--- src/rtl/cpu_core.sv ---
// cpu_core: multi-cycle accumulator-style core, 4-bit-opcode ISA, single req/ack memory port.
// Define CPU_CORE_MUL_EN to implement opcode 0100 as a hardware multiply (otherwise it is a NOP).
module cpu_core #(
  parameter int DATA_W = 8,
  parameter int ADDR_W = 8,
  parameter int CC_W   = 16
) (
  input  logic              clk,
  input  logic              rst_n,
  input  logic              start,
  output logic              halt,
  output logic              mem_req,
  output logic              mem_we,
  output logic [ADDR_W-1:0] mem_addr,
  output logic [DATA_W-1:0] mem_wdata,
  input  logic [DATA_W-1:0] mem_rdata,
  input  logic              mem_ack,
  output logic [CC_W-1:0]   cycle_count,
  input  logic [1:0]        dbg_sel,
  output logic [DATA_W-1:0] dbg_data
);

  // state    | meaning
  // S_IDLE   | waiting for start
  // S_FETCH  | reading instruction byte at pc
  // S_IMM    | reading immediate/target word at pc, then retiring the op
  // S_EXEC   | ALU op (one cycle) or LD/ST transfer (until ack)
  // S_HALTED | stopped until reset
  typedef enum logic [2:0] {S_IDLE, S_FETCH, S_IMM, S_EXEC, S_HALTED} state_t;

  localparam logic [3:0] OP_ADD   = 4'b0001;
  localparam logic [3:0] OP_ADDI  = 4'b0010;
  localparam logic [3:0] OP_SUB   = 4'b0011;
  localparam logic [3:0] OP_MUL   = 4'b0100;
  localparam logic [3:0] OP_NEG   = 4'b0110;
  localparam logic [3:0] OP_BGEZ0 = 4'b1000;
  localparam logic [3:0] OP_BGEZ1 = 4'b1001;
  localparam logic [3:0] OP_MOVE  = 4'b1010;
  localparam logic [3:0] OP_ST    = 4'b1011;
  localparam logic [3:0] OP_LD    = 4'b1100;
  localparam logic [3:0] OP_LI    = 4'b1101;
  localparam logic [3:0] OP_J     = 4'b1110;
  localparam logic [3:0] OP_HALT  = 4'b1111;

  state_t            state;
  logic [ADDR_W-1:0] pc;
  logic [7:0]        ir;
  logic [DATA_W-1:0] regs [4];

  logic [3:0]        opcode, f_op;
  logic [1:0]        rd, rs, f_rd, f_rs;
  logic [DATA_W-1:0] rd_val, rs_val, alu_res;
  logic              alu_we;
  logic              f_needs_imm, f_is_mem, ex_is_mem;
  logic              br_taken, ack;
  logic [ADDR_W-1:0] pc_inc, imm_next_pc;

  assign opcode = ir[7:4];
  assign rd     = ir[3:2];
  assign rs     = ir[1:0];
  assign f_op   = mem_rdata[7:4];
  assign f_rd   = mem_rdata[3:2];
  assign f_rs   = mem_rdata[1:0];

  assign rd_val   = regs[rd];
  assign rs_val   = regs[rs];
  assign dbg_data = regs[dbg_sel];

  assign ack         = mem_req & mem_ack;
  assign pc_inc      = pc + ADDR_W'(1);
  assign f_needs_imm = f_op inside {OP_ADDI, OP_LI, OP_BGEZ0, OP_BGEZ1, OP_J};
  assign f_is_mem    = f_op inside {OP_ST, OP_LD};
  assign ex_is_mem   = opcode inside {OP_ST, OP_LD};

  always_comb begin
    alu_res = rd_val;
    alu_we  = 1'b0;
    case (opcode)
      OP_ADD:  begin alu_res = rd_val + rs_val;     alu_we = 1'b1; end
      OP_SUB:  begin alu_res = rd_val - rs_val;     alu_we = 1'b1; end
`ifdef CPU_CORE_MUL_EN
      OP_MUL:  begin alu_res = rd_val * rs_val;     alu_we = 1'b1; end
`endif
      OP_NEG:  begin alu_res = DATA_W'(0) - rs_val; alu_we = 1'b1; end
      OP_MOVE: begin alu_res = rs_val;              alu_we = 1'b1; end
      default: ;
    endcase
  end

  // Branch condition is the sign bit of r0/r1: clear means signed >= 0.
  always_comb begin
    br_taken = 1'b0;
    case (opcode)
      OP_BGEZ0: br_taken = ~regs[0][DATA_W-1];
      OP_BGEZ1: br_taken = ~regs[1][DATA_W-1];
      OP_J:     br_taken = 1'b1;
      default:  ;
    endcase
  end

  assign imm_next_pc = br_taken ? ADDR_W'(mem_rdata) : pc_inc;

  always_ff @(posedge clk or negedge rst_n) begin
    if (!rst_n) begin
      state       <= S_IDLE;
      pc          <= '0;
      ir          <= '0;
      for (int i = 0; i < 4; i++) regs[i] <= '0;
      cycle_count <= '0;
      mem_req     <= 1'b0;
      mem_we      <= 1'b0;
      mem_addr    <= '0;
      mem_wdata   <= '0;
      halt        <= 1'b0;
    end else begin
      if ((state inside {S_FETCH, S_IMM, S_EXEC}) && (cycle_count != '1))
        cycle_count <= cycle_count + CC_W'(1);

      case (state)
        S_IDLE: begin
          if (start) begin
            state    <= S_FETCH;
            mem_req  <= 1'b1;
            mem_we   <= 1'b0;
            mem_addr <= pc;
          end
        end

        S_FETCH: begin
          if (ack) begin
            ir <= mem_rdata[7:0];
            pc <= pc_inc;
            if (f_op == OP_HALT) begin
              state   <= S_HALTED;
              halt    <= 1'b1;
              mem_req <= 1'b0;
            end else if (f_needs_imm) begin
              state    <= S_IMM;
              mem_req  <= 1'b1;
              mem_addr <= pc_inc;
            end else if (f_is_mem) begin
              // Transfer attributes are set here and held until the data ack.
              state    <= S_EXEC;
              mem_req  <= 1'b1;
              mem_we   <= (f_op == OP_ST);
              mem_addr <= ADDR_W'(regs[f_rs]);
              if (f_op == OP_ST) mem_wdata <= regs[f_rd];
            end else begin
              state   <= S_EXEC;
              mem_req <= 1'b0;
            end
          end
        end

        S_IMM: begin
          if (ack) begin
            case (opcode)
              OP_ADDI: regs[rd] <= rd_val + mem_rdata;
              OP_LI:   regs[rd] <= mem_rdata;
              default: ;
            endcase
            pc       <= imm_next_pc;
            mem_addr <= imm_next_pc;
            mem_req  <= 1'b1;
            state    <= S_FETCH;
          end
        end

        S_EXEC: begin
          if (ex_is_mem) begin
            if (ack) begin
              if (opcode == OP_LD) regs[rd] <= mem_rdata;
              mem_we   <= 1'b0;
              mem_req  <= 1'b1;
              mem_addr <= pc;
              state    <= S_FETCH;
            end
          end else begin
            if (alu_we) regs[rd] <= alu_res;
            mem_we   <= 1'b0;
            mem_req  <= 1'b1;
            mem_addr <= pc;
            state    <= S_FETCH;
          end
        end

        S_HALTED: ;

        default: state <= S_IDLE;
      endcase
    end
  end

endmodule

--- config.mk ---
export PLATFORM = sky130hd
export DESIGN_NAME = cpu_core
export DESIGN_NICKNAME = d
export VERILOG_FILES = /design/src/rtl/cpu_core.sv
export SDC_FILE = /design/constraint.sdc
export NUM_CORES = 1
export LEC_CHECK = 0
export CAP_MARGIN = 20
export CORE_ASPECT_RATIO = 0.8
export CORE_MARGIN = 5
export CORE_UTILIZATION = 45
export CTS_CLUSTER_SIZE = 8
export DETAILED_ROUTE_END_ITERATION = 12
export GPL_TIMING_DRIVEN = 1
export PLACE_DENSITY = 0.76
export SETUP_SLACK_MARGIN = 0.2
export SYNTH_ARGS = -nofsm -noshare
export SYNTH_HDL_FRONTEND = slang
export SYNTH_SLANG_ARGS = --single-unit
export TNS_END_PERCENT = 100
--- constraint.sdc ---
create_clock -name clk -period 6.3 [get_ports clk]
set_input_delay 1.26 -clock clk [delete_from_list [all_inputs] [get_ports clk]]
set_output_delay 1.26 -clock clk [all_outputs]
set_load 0.02 [all_outputs]
Yosys cells after proc, flatten, opt, wreduce, memory -nomap -nowiden --
Index checks and enable logic that the tools add are counted. Widths: inputs -> output; s select.
Storage, ports and cells: register bits after elaboration 86, input bits 14, output and inout port bits 43
Operators by class: equality and inequality tests 35, bitwise gates (word level) 11, muxes and demuxes 65, reduce and logical (&&, ||, !) cells 21, add/sub/neg operators 6, order comparisons 6
Operators with widths (number):
- $mux 8 | 21
- $mux 32 | 5
- $pmux 32 s2 | 2
- $bwmux 32 | 3
- $bmux 8 s2 | 5
- $pmux 8 s4 | 2
- $eq 4x4->1 const B | 14
- $add 16x1->16 const B | 1
- $add 8x8->8 | 2
- $demux 8 s2 | 1
- $mux 1 | 16
- $ne 16x16->1 const B | 1
- $pmux 8 s2 | 1
- $ge 3x3->1 const B | 5
- $mux 3 | 5
- $not 2->3 | 5
- $pmux 3 s5 | 1
- $reduce_and 7->1 | 2
- $eq 4x2->1 const B | 3
- $ne 2x2->1 const B | 6
- $reduce_and 3->1 | 4
- $reduce_and 6->1 | 2
- $ne 3x3->1 const B | 3
- $add 8x1->8 const B | 1
- other kinds (22) | 33

Depth between registers and ports, before layout --
Gate-level depths: netlist of run 1.
word-level depth 10, gate-level depth with buffers 13, depth with buffers taken out 12

Worst setup path before layout of run 1 --
Ideal clock, no wire load.
path kind input-to-output, start point input dbg_sel[0], end point output dbg_data[0], setup slack 2747 ps, buffers on the path 1, cell stages on the path 2, arrival 2293 ps, cell sequence clkbuf_1 -> mux4_2
Between the ends: word-level cells in the longest chain between the ends 4
RTL lines:
- from (decl) | line 19 | input logic [1:0] dbg_sel,
- $not 2->3 (not written as such) | line 67 | assign dbg_data = regs[dbg_sel];
- $bmux 8 s2 | line 67
- $mux 8 (not written as such) (2 in a row) | line 67
- to (decl) | line 20 | output logic [DATA_W-1:0] dbg_data
Every way passes these cells. The select of a mux whose other input is x is not followed.

Final worst setup path of run 1 --
start point input dbg_sel[0], end point output dbg_data[2]
Same word-level chain as after synthesis.

==> impl_metrics.json, run 1 <==
{
  "antenna_diode_instance_count": 0,
  "setup_total_negative_slack_ns": 0,
  "detailed_router_s_first_iteration_violation_count": 516,
  "placement.io_buffers": 56,
  "worst_ir_drop_vdd_mv": 0.3064,
  "yosysSeqAreaShare": 0.3312,
  "slew-limit-headroom": 0.2935,
  "drt_wl_total_um": 18280,
  "tightest_slew_ns": 1.060,
  "grt_pass1_vias": 5378,
  "floorplan.die.height_um": 117.5,
  "drive_gt1_frac": 0.1348,
  "report.final.slew_viol_count": 0,
  "power.sequential.fraction": 0.246,
  "power_switching_mw": 2.242,
  "post_cts_resize_count": 0,
  "initial_core_util": 0.4576,
  "routed_via_density": 6.404,
  "grt.met3_usage": 0.04996,
  "clock_power_share": 0.110,
  "pwr_density_cell_mw_per_mm2": 629.1,
  "num-nets-final": 711,
  "grt_util_met2": 0.3342,
  "worst-r2r-setup-slack_ns": 2.24,
  "synth_fp_nets": 673,
  "maxCapViolations": 0,
  "finalHoldViolCount": 0,
  "cell_accounting_for_the_most_synthesized_area": "sky130_fd_sc_hd__dfrtp_1",
  "ioPinCount": 57,
  "routed-via-count": 5501,
  "grt_start_max_net_pins": 69,
  "std_cell_rows": 39,
  "finClkSkew_ns": 0.006517,
  "worstReg2RegEnd": "regs[14]$_DFFE_PN0P_",
  "worst_ep_arrival_time_ns": 3.23,
  "floorplan.core_area_mm2": 0.01420,
  "r2r-start": "ir[2]$_DFFE_PN0P_",
  "clkSinkCount": 86,
  "worst_hold_path.num_cells": 1,
  "status": "completed",
  "globalplace.congestion": 0.9145,
  "fin_hold_ws_ns": 0.4974,
  "req_time_crit_path_ns": 5.04,
  "cts_hold_buf": 0,
  "post-route-min-period_ns": 4.493,
  "ys_warn_count": 0,
  "synth_area_mm2": 0.006497,
  "cts_tree": "built",
  "min-delay-path-class": "register to register",
  "p_leak_nw": 3.120,
  "crit_fanout": 8,
  "grt_setup_unrepaired": "no",
  "postSynthRegisterBits": 86,
  "detailedPlacementHpwl_um": 13440,
  "min-delay-start": "cycle_count[7]$_DFFE_PN0P_",
  "postCtsSetupRepairBufs": 0,
  "timing.final.crit_share": 0.7132,
  "post_drt_wl_per_cell_um": 21.28,
  "setup.worst_path.class": "input port to primary output",
  "grt_usage": 0.2205,
  "ys_async_sr_fraction": 1.000,
  "grt_first_pass_wirelength_um": 29670,
  "first_pass_iters": 5,
  "grt_antenna_before_repair": 0,
  "synth_top_cells_by_area": "sky130_fd_sc_hd__dfrtp_1 33%, sky130_fd_sc_hd__mux4_2 14%, sky130_fd_sc_hd__ha_1 4.6%, sky130_fd_sc_hd__mux2_1 4.2%, sky130_fd_sc_hd__a21oi_1 3.4%",
  "drcViolationCount": 0,
  "busiest_layer": "met2",
  "synth_largest_type_area_fraction": 0.3312,
  "most_common_library_cells_after_synthesis": "86 x sky130_fd_sc_hd__dfrtp_1, 55 x sky130_fd_sc_hd__nor2_1, 44 x sky130_fd_sc_hd__a21oi_1",
  "die_x_um": 144.3,
  "syn-instance-count": 632,
  "root_buffer": "sky130_fd_sc_hd__clkbuf_16",
  "clk_latency_ns": 0.35,
  "critPathCaptureType": "primary output",
  "netSwitchingFraction": 0.4779,
  "yosysMostFrequentCell": "sky130_fd_sc_hd__dfrtp_1",
  "syn2layout_area_growth_pct": 14.77,
  "clk_pin_slew_worst_paths_ns": 0.07,
  "power_frac_comb": 0.644,
  "post_synthesis_mean_instance_area_um2": 10.28,
  "cp-start-kind": "input port",
  "globalRouteOverflowTotal": 0,
  "ant_nets": 0,
  "clock_path_buffers": 2,
  "post_synth_edffs": 0,
  "reg2regPathDepth": 10,
  "hold-path-endpoint": "cycle_count[7]$_DFFE_PN0P_",
  "max_clock_freq_mhz": 222.6,
  "cts.htree.levels": 3,
  "die_area_mm2": 0.01696,
  "synth_cell_type_count": 66,
  "yosys_most_used_dff": "sky130_fd_sc_hd__dfrtp_1",
  "cts_made_buffers": 9,
  "timing.final.setup_violations": 0,
  "power.internal_mw": 2.449,
  "grt_util_met1": 0.3218
}
==> worst max-delay path, cell delays in order <==
cell	delay, ns
sky130_fd_sc_hd__clkdlybuf4s50_1	0.83
sky130_fd_sc_hd__mux4_2	0.58
sky130_fd_sc_hd__clkdlybuf4s50_1	0.56
==> power groups by stage <==
stage	combinational (mW)	sequential, mW	clock, mW
floorplan	2.23	1.05	0
global placement	2.87	1.13	0
detailed placement	2.96	1.15	0
CTS	2.99	1.15	0.521
global route	3.30	1.20	0.545
finish	3.02	1.15	0.514
==> sequential cells by signal (all words and copies together), names as in the netlist <==
register / cells
mem_we: 1
pc: 8
cycle_count: 16
mem_addr: 8
mem_req: 1
mem_wdata: 8
regs: 32
ir: 8
state: 3
halt: 1
==> metal layers <==
layer  routed length, µm  share of wire
met5                   0              0
met4                 358          0.020
met3                1645          0.090
met2                8457           0.46
met1                7819           0.43
==> worst max path at each step <==
stage / endpoint / cells past startpoint / slack [ns] / from
2_1_floorplan: dbg_data[0] / 2 / 2.75 / dbg_sel[0]
3_3_place_gp: dbg_data[1] / 3 / 1.78 / dbg_sel[0]
3_5_place_dp: dbg_data[0] / 3 / 1.76 / dbg_sel[0]
4_1_cts: dbg_data[0] / 3 / 1.76 / dbg_sel[0]
5_1_grt: dbg_data[2] / 3 / 1.70 / dbg_sel[0]
6_report: dbg_data[2] / 3 / 1.81 / dbg_sel[0]
==> cells in the final DEF (no fill, tap or decap), types with 8 or more instances in the layout <==
master and n:
sky130_fd_sc_hd__nand3_1 12, sky130_fd_sc_hd__a31oi_1 11, sky130_fd_sc_hd__xnor2_1 24, sky130_fd_sc_hd__a21oi_1 44
sky130_fd_sc_hd__inv_1 17, sky130_fd_sc_hd__mux2_2 19, sky130_fd_sc_hd__clkdlybuf4s50_1 55, sky130_fd_sc_hd__dfrtp_1 86
sky130_fd_sc_hd__a21o_1 10, sky130_fd_sc_hd__xor2_1 17, sky130_fd_sc_hd__nor2_1 55, sky130_fd_sc_hd__nand2_1 42
sky130_fd_sc_hd__and2_1 8, sky130_fd_sc_hd__mux2_1 24, sky130_fd_sc_hd__mux4_2 41, sky130_fd_sc_hd__a211oi_1 9
sky130_fd_sc_hd__mux2i_1 10, sky130_fd_sc_hd__a221oi_1 8, sky130_fd_sc_hd__ha_1 24, sky130_fd_sc_hd__nand4_1 8
sky130_fd_sc_hd__o21ai_0 22, sky130_fd_sc_hd__nand2b_1 10, sky130_fd_sc_hd__nor2b_1 10, sky130_fd_sc_hd__clkbuf_16 9
==> per-stage QoR <==
stage	std cells	utilization	total power [mW]	setup slack (ns)	area [µm²]
after floorplan	632	-	3.278	2.747	6497
after global placement	843	0.5052	4.000	1.778	7173
after detailed placement	843	0.5052	4.113	1.761	7173
after CTS	859	0.5252	4.653	1.761	7457
after global routing	859	0.5252	5.044	1.698	7457
final	859	0.5252	4.691	1.807	7457
==> cell families after synthesis <==
family                   share of synthesized area
AND/OR/NAND/NOR                             0.1444
AO/OA/AOI/OAI                               0.1487
multiplexers                                0.2320
flip-flops                                  0.3312
buffers and inverters                      0.03293
XOR/XNOR                                   0.05527
adder cells (fa/ha/maj)                    0.05546
==> layout make-up <==
type,count,area (µm²)
Clock buffer,10,239.0
Tap cell,184,230.2
Clock inverter,6,45.04
Inverter,17,63.81
Multi-Input combinational cell,495,4131
Fill cell,1200,6743
Sequential cell,86,2152
Timing Repair Buffer,61,595.6
Power figures use the tool's default switching activity.
==> run 2: changes to the inputs <==
Settings changed: PLACE_DENSITY 0.76 to 0.78.
Clock period 6.3 ns to 3.9 ns, I/O delays scaled along.
==> run 2 against run 1 <==
Effect of this change:
- sequential share of layout area is 0.49 points lower
- wire length is 3.2% higher
- worst setup slack worse by 1.4 ns
- flip-flop and latch count stayed put
- critical path type is now register to register
- critical endpoint is now regs[30]$_DFFE_PN0P_
- largest power group unchanged
- highest routed layer unchanged
==> impl_metrics.json, run 2 (synthesis results as in run 1) <==
{
  "ant_nets": 0,
  "first_pass_iters": 5,
  "antenna_diode_instance_count": 0,
  "grt_usage": 0.2268,
  "finalHoldViolCount": 0,
  "drcViolationCount": 0,
  "cp_slowest_stage_delay_ns": 0.62,
  "routed-via-count": 5543,
  "r2r-start": "ir[0]$_DFFE_PN0P_",
  "critical_path.cell_chain": "mux4_2, ha_1, fa_1, a21o_1, a21oi_1, nand2b_1, mux2i_1, a21oi_1, o31ai_2, a31oi_1",
  "globalplace.congestion": 1.031,
  "registers_with_the_most_flip_flops": "regs x32, cycle_count x16",
  "layout_commonest_cell": "sky130_fd_sc_hd__dfrtp_1",
  "detailedPlacementHpwl_um": 13910,
  "grt_antenna_before_repair": 0,
  "root_buffer": "sky130_fd_sc_hd__clkbuf_16",
  "num-nets-final": 724,
  "routed_via_density": 6.357,
  "setup.worst_path.class": "register to register",
  "timing.final.crit_share": 0.8856,
  "globalRouteOverflowTotal": 0,
  "layout.core_utilization": 0.5348,
  "path_buf_inv": 0,
  "req_time_crit_path_ns": 4.11,
  "drt_wl_total_um": 18860,
  "cpLargestDelayFamily": "compound AO/OA/AOI/OAI gates",
  "cts.htree.levels": 3,
  "post-route-min-period_ns": 3.454,
  "clk_pin_slew_worst_paths_ns": 0.07,
  "totalPowerFinal_mw": 7.750,
  "finish.cell_count_without_fillers": 872,
  "critPathCaptureType": "register",
  "largest_register_ffs": 32,
  "slew-limit-headroom": 0.3868,
  "max_clock_freq_mhz": 289.5,
  "post_layout_worst_setup_margin_ns": 0.4462,
  "cp-start-kind": "register",
  "maxCapViolations": 0,
  "die_x_um": 144.3,
  "initial_core_util": 0.4576,
  "min-delay-path-class": "input port to async pin",
  "dp_slack_ns": 0.2093,
  "crit_path_frequent_cell": "sky130_fd_sc_hd__a21oi_1",
  "ioPinCount": 57,
  "postCtsSetupRepairBufs": 0,
  "grt_setup_unrepaired": "no",
  "report.final.slew_viol_count": 0,
  "reg2regPathDepth": 10,
  "grt_start_max_net_pins": 87,
  "grt_first_pass_wirelength_um": 30440,
  "placed_cells": 855,
  "timing.final.setup_violations": 0,
  "worst_path_max_delay_cell": "sky130_fd_sc_hd__mux4_2",
  "clock_path_buffers": 2,
  "placement.io_buffers": 56,
  "clkSinkCount": 86,
  "cts_made_buffers": 9,
  "floorplan.die.height_um": 117.5,
  "worst_ep_arrival_time_ns": 3.66,
  "pwr_density_cell_mw_per_mm2": 1021,
  "p_leak_nw": 3.200,
  "post_drt_wl_per_cell_um": 21.63,
  "cts_tree": "built",
  "grt_pass1_vias": 5451,
  "drive_gt1_frac": 0.1555,
  "clk_latency_ns": 0.35,
  "crit_fanout": 9,
  "std_cell_rows": 39,
  "finClkSkew_ns": 0.009219,
  "mostFrequentLayoutCells": "84 x sky130_fd_sc_hd__dfrtp_1, 55 x sky130_fd_sc_hd__nor2_1, 55 x sky130_fd_sc_hd__clkdlybuf4s50_1",
  "detailed_router_s_first_iteration_violation_count": 571,
  "syn2layout_area_growth_pct": 16.87,
  "setup_total_negative_slack_ns": 0,
  "register_bank_with_the_most_flops": "regs",
  "nFillCells": 1234,
  "worst-r2r-setup-slack_ns": 0.45,
  "worst_ir_drop_vdd_mv": 0.4785,
  "status": "completed",
  "critPathLaunch": "ir[0]$_DFFE_PN0P_",
  "floorplan.core_area_mm2": 0.01420,
  "tightest_slew_ns": 0.9178,
  "critical_path_depth": 10,
  "die_area_mm2": 0.01696
}
-- run 2: cell count changes in the layout (fill, tap and decap cells not counted) --
cell / before / now
sky130_fd_sc_hd__dfrtp_2: 0 / 2
sky130_fd_sc_hd__clkinv_4: 0 / 3
sky130_fd_sc_hd__o31ai_1: 2 / 1
sky130_fd_sc_hd__clkinv_2: 1 / 0
sky130_fd_sc_hd__buf_16: 0 / 1
sky130_fd_sc_hd__clkinvlp_4: 3 / 1
sky130_fd_sc_hd__clkbuf_8: 1 / 2
sky130_fd_sc_hd__buf_4: 6 / 18
sky130_fd_sc_hd__dfrtp_1: 86 / 84
sky130_fd_sc_hd__inv_6: 2 / 1
sky130_fd_sc_hd__o31ai_2: 0 / 1
-- run 2: layout make-up --
class,count,area (µm²),share of cell area
Tap cell,184,230.2,0.03032
Sequential cell,86,2155,0.2837
Multi-Input combinational cell,495,4136,0.5447
Inverter,17,63.81,0.008403
Timing Repair Buffer,74,713.2,0.09392
Clock buffer,11,252.7,0.03328
Clock inverter,5,42.54,0.005602
-- run 2: stage by stage --
| step | cell area [µm²] | hold slack [ns] |
|---|---|---|
| global route | 7594 | 0.2909 |
| finish | 7594 | 0.2864 |
| global placement | 7263 | 0.4581 |
| detailed placement | 7263 | 0.4800 |
| CTS | 7559 | 0.4976 |
| floorplan | 6497 | 0.4844 |
-- run 2: worst paths after layout --
kind                                        endpoint
min in group clk                    halt$_DFFE_PN0P_
worst max-delay path            regs[30]$_DFFE_PN0P_
worst min-delay path            state[1]$_DFFE_PN0P_
worst max register to register  regs[30]$_DFFE_PN0P_
worst min register to register      halt$_DFFE_PN0P_
max in group asynchronous          ir[2]$_DFFE_PN0P_
-- run 2: worst register-to-register path: cells and delay by family, from the launching register on --
| kind | cells | cell delay [ns] |
|---|---|---|
| flops | 1 | 0.55 |
| compound gates | 5 | 1.05 |
| fa+ha+maj | 2 | 0.71 |
| mux | 2 | 0.84 |
| simple gates | 1 | 0.16 |
-- run 2: routing by layer --
metal  share of wire  GRT usage  vias to the layer above
met5               0          0                        -
met4           0.023    0.06585                        0
met3           0.088    0.05605                       34
met2            0.45     0.3299                      279
met1            0.44     0.3352                     2764
li1                -          -                     2466
-- run 2: what timing repair did --
action / CTS / global route
hold buffers: 0 / 0
resized for setup: 0 / 3
endpoints found under the setup margin: 0 / 8
-- run 2: report_power, final --
part / switching (mW) / internal [mW]
combinational: 2.78 / 2.33
sequential: 0.533 / 1.25
clock: 0.383 / 0.472
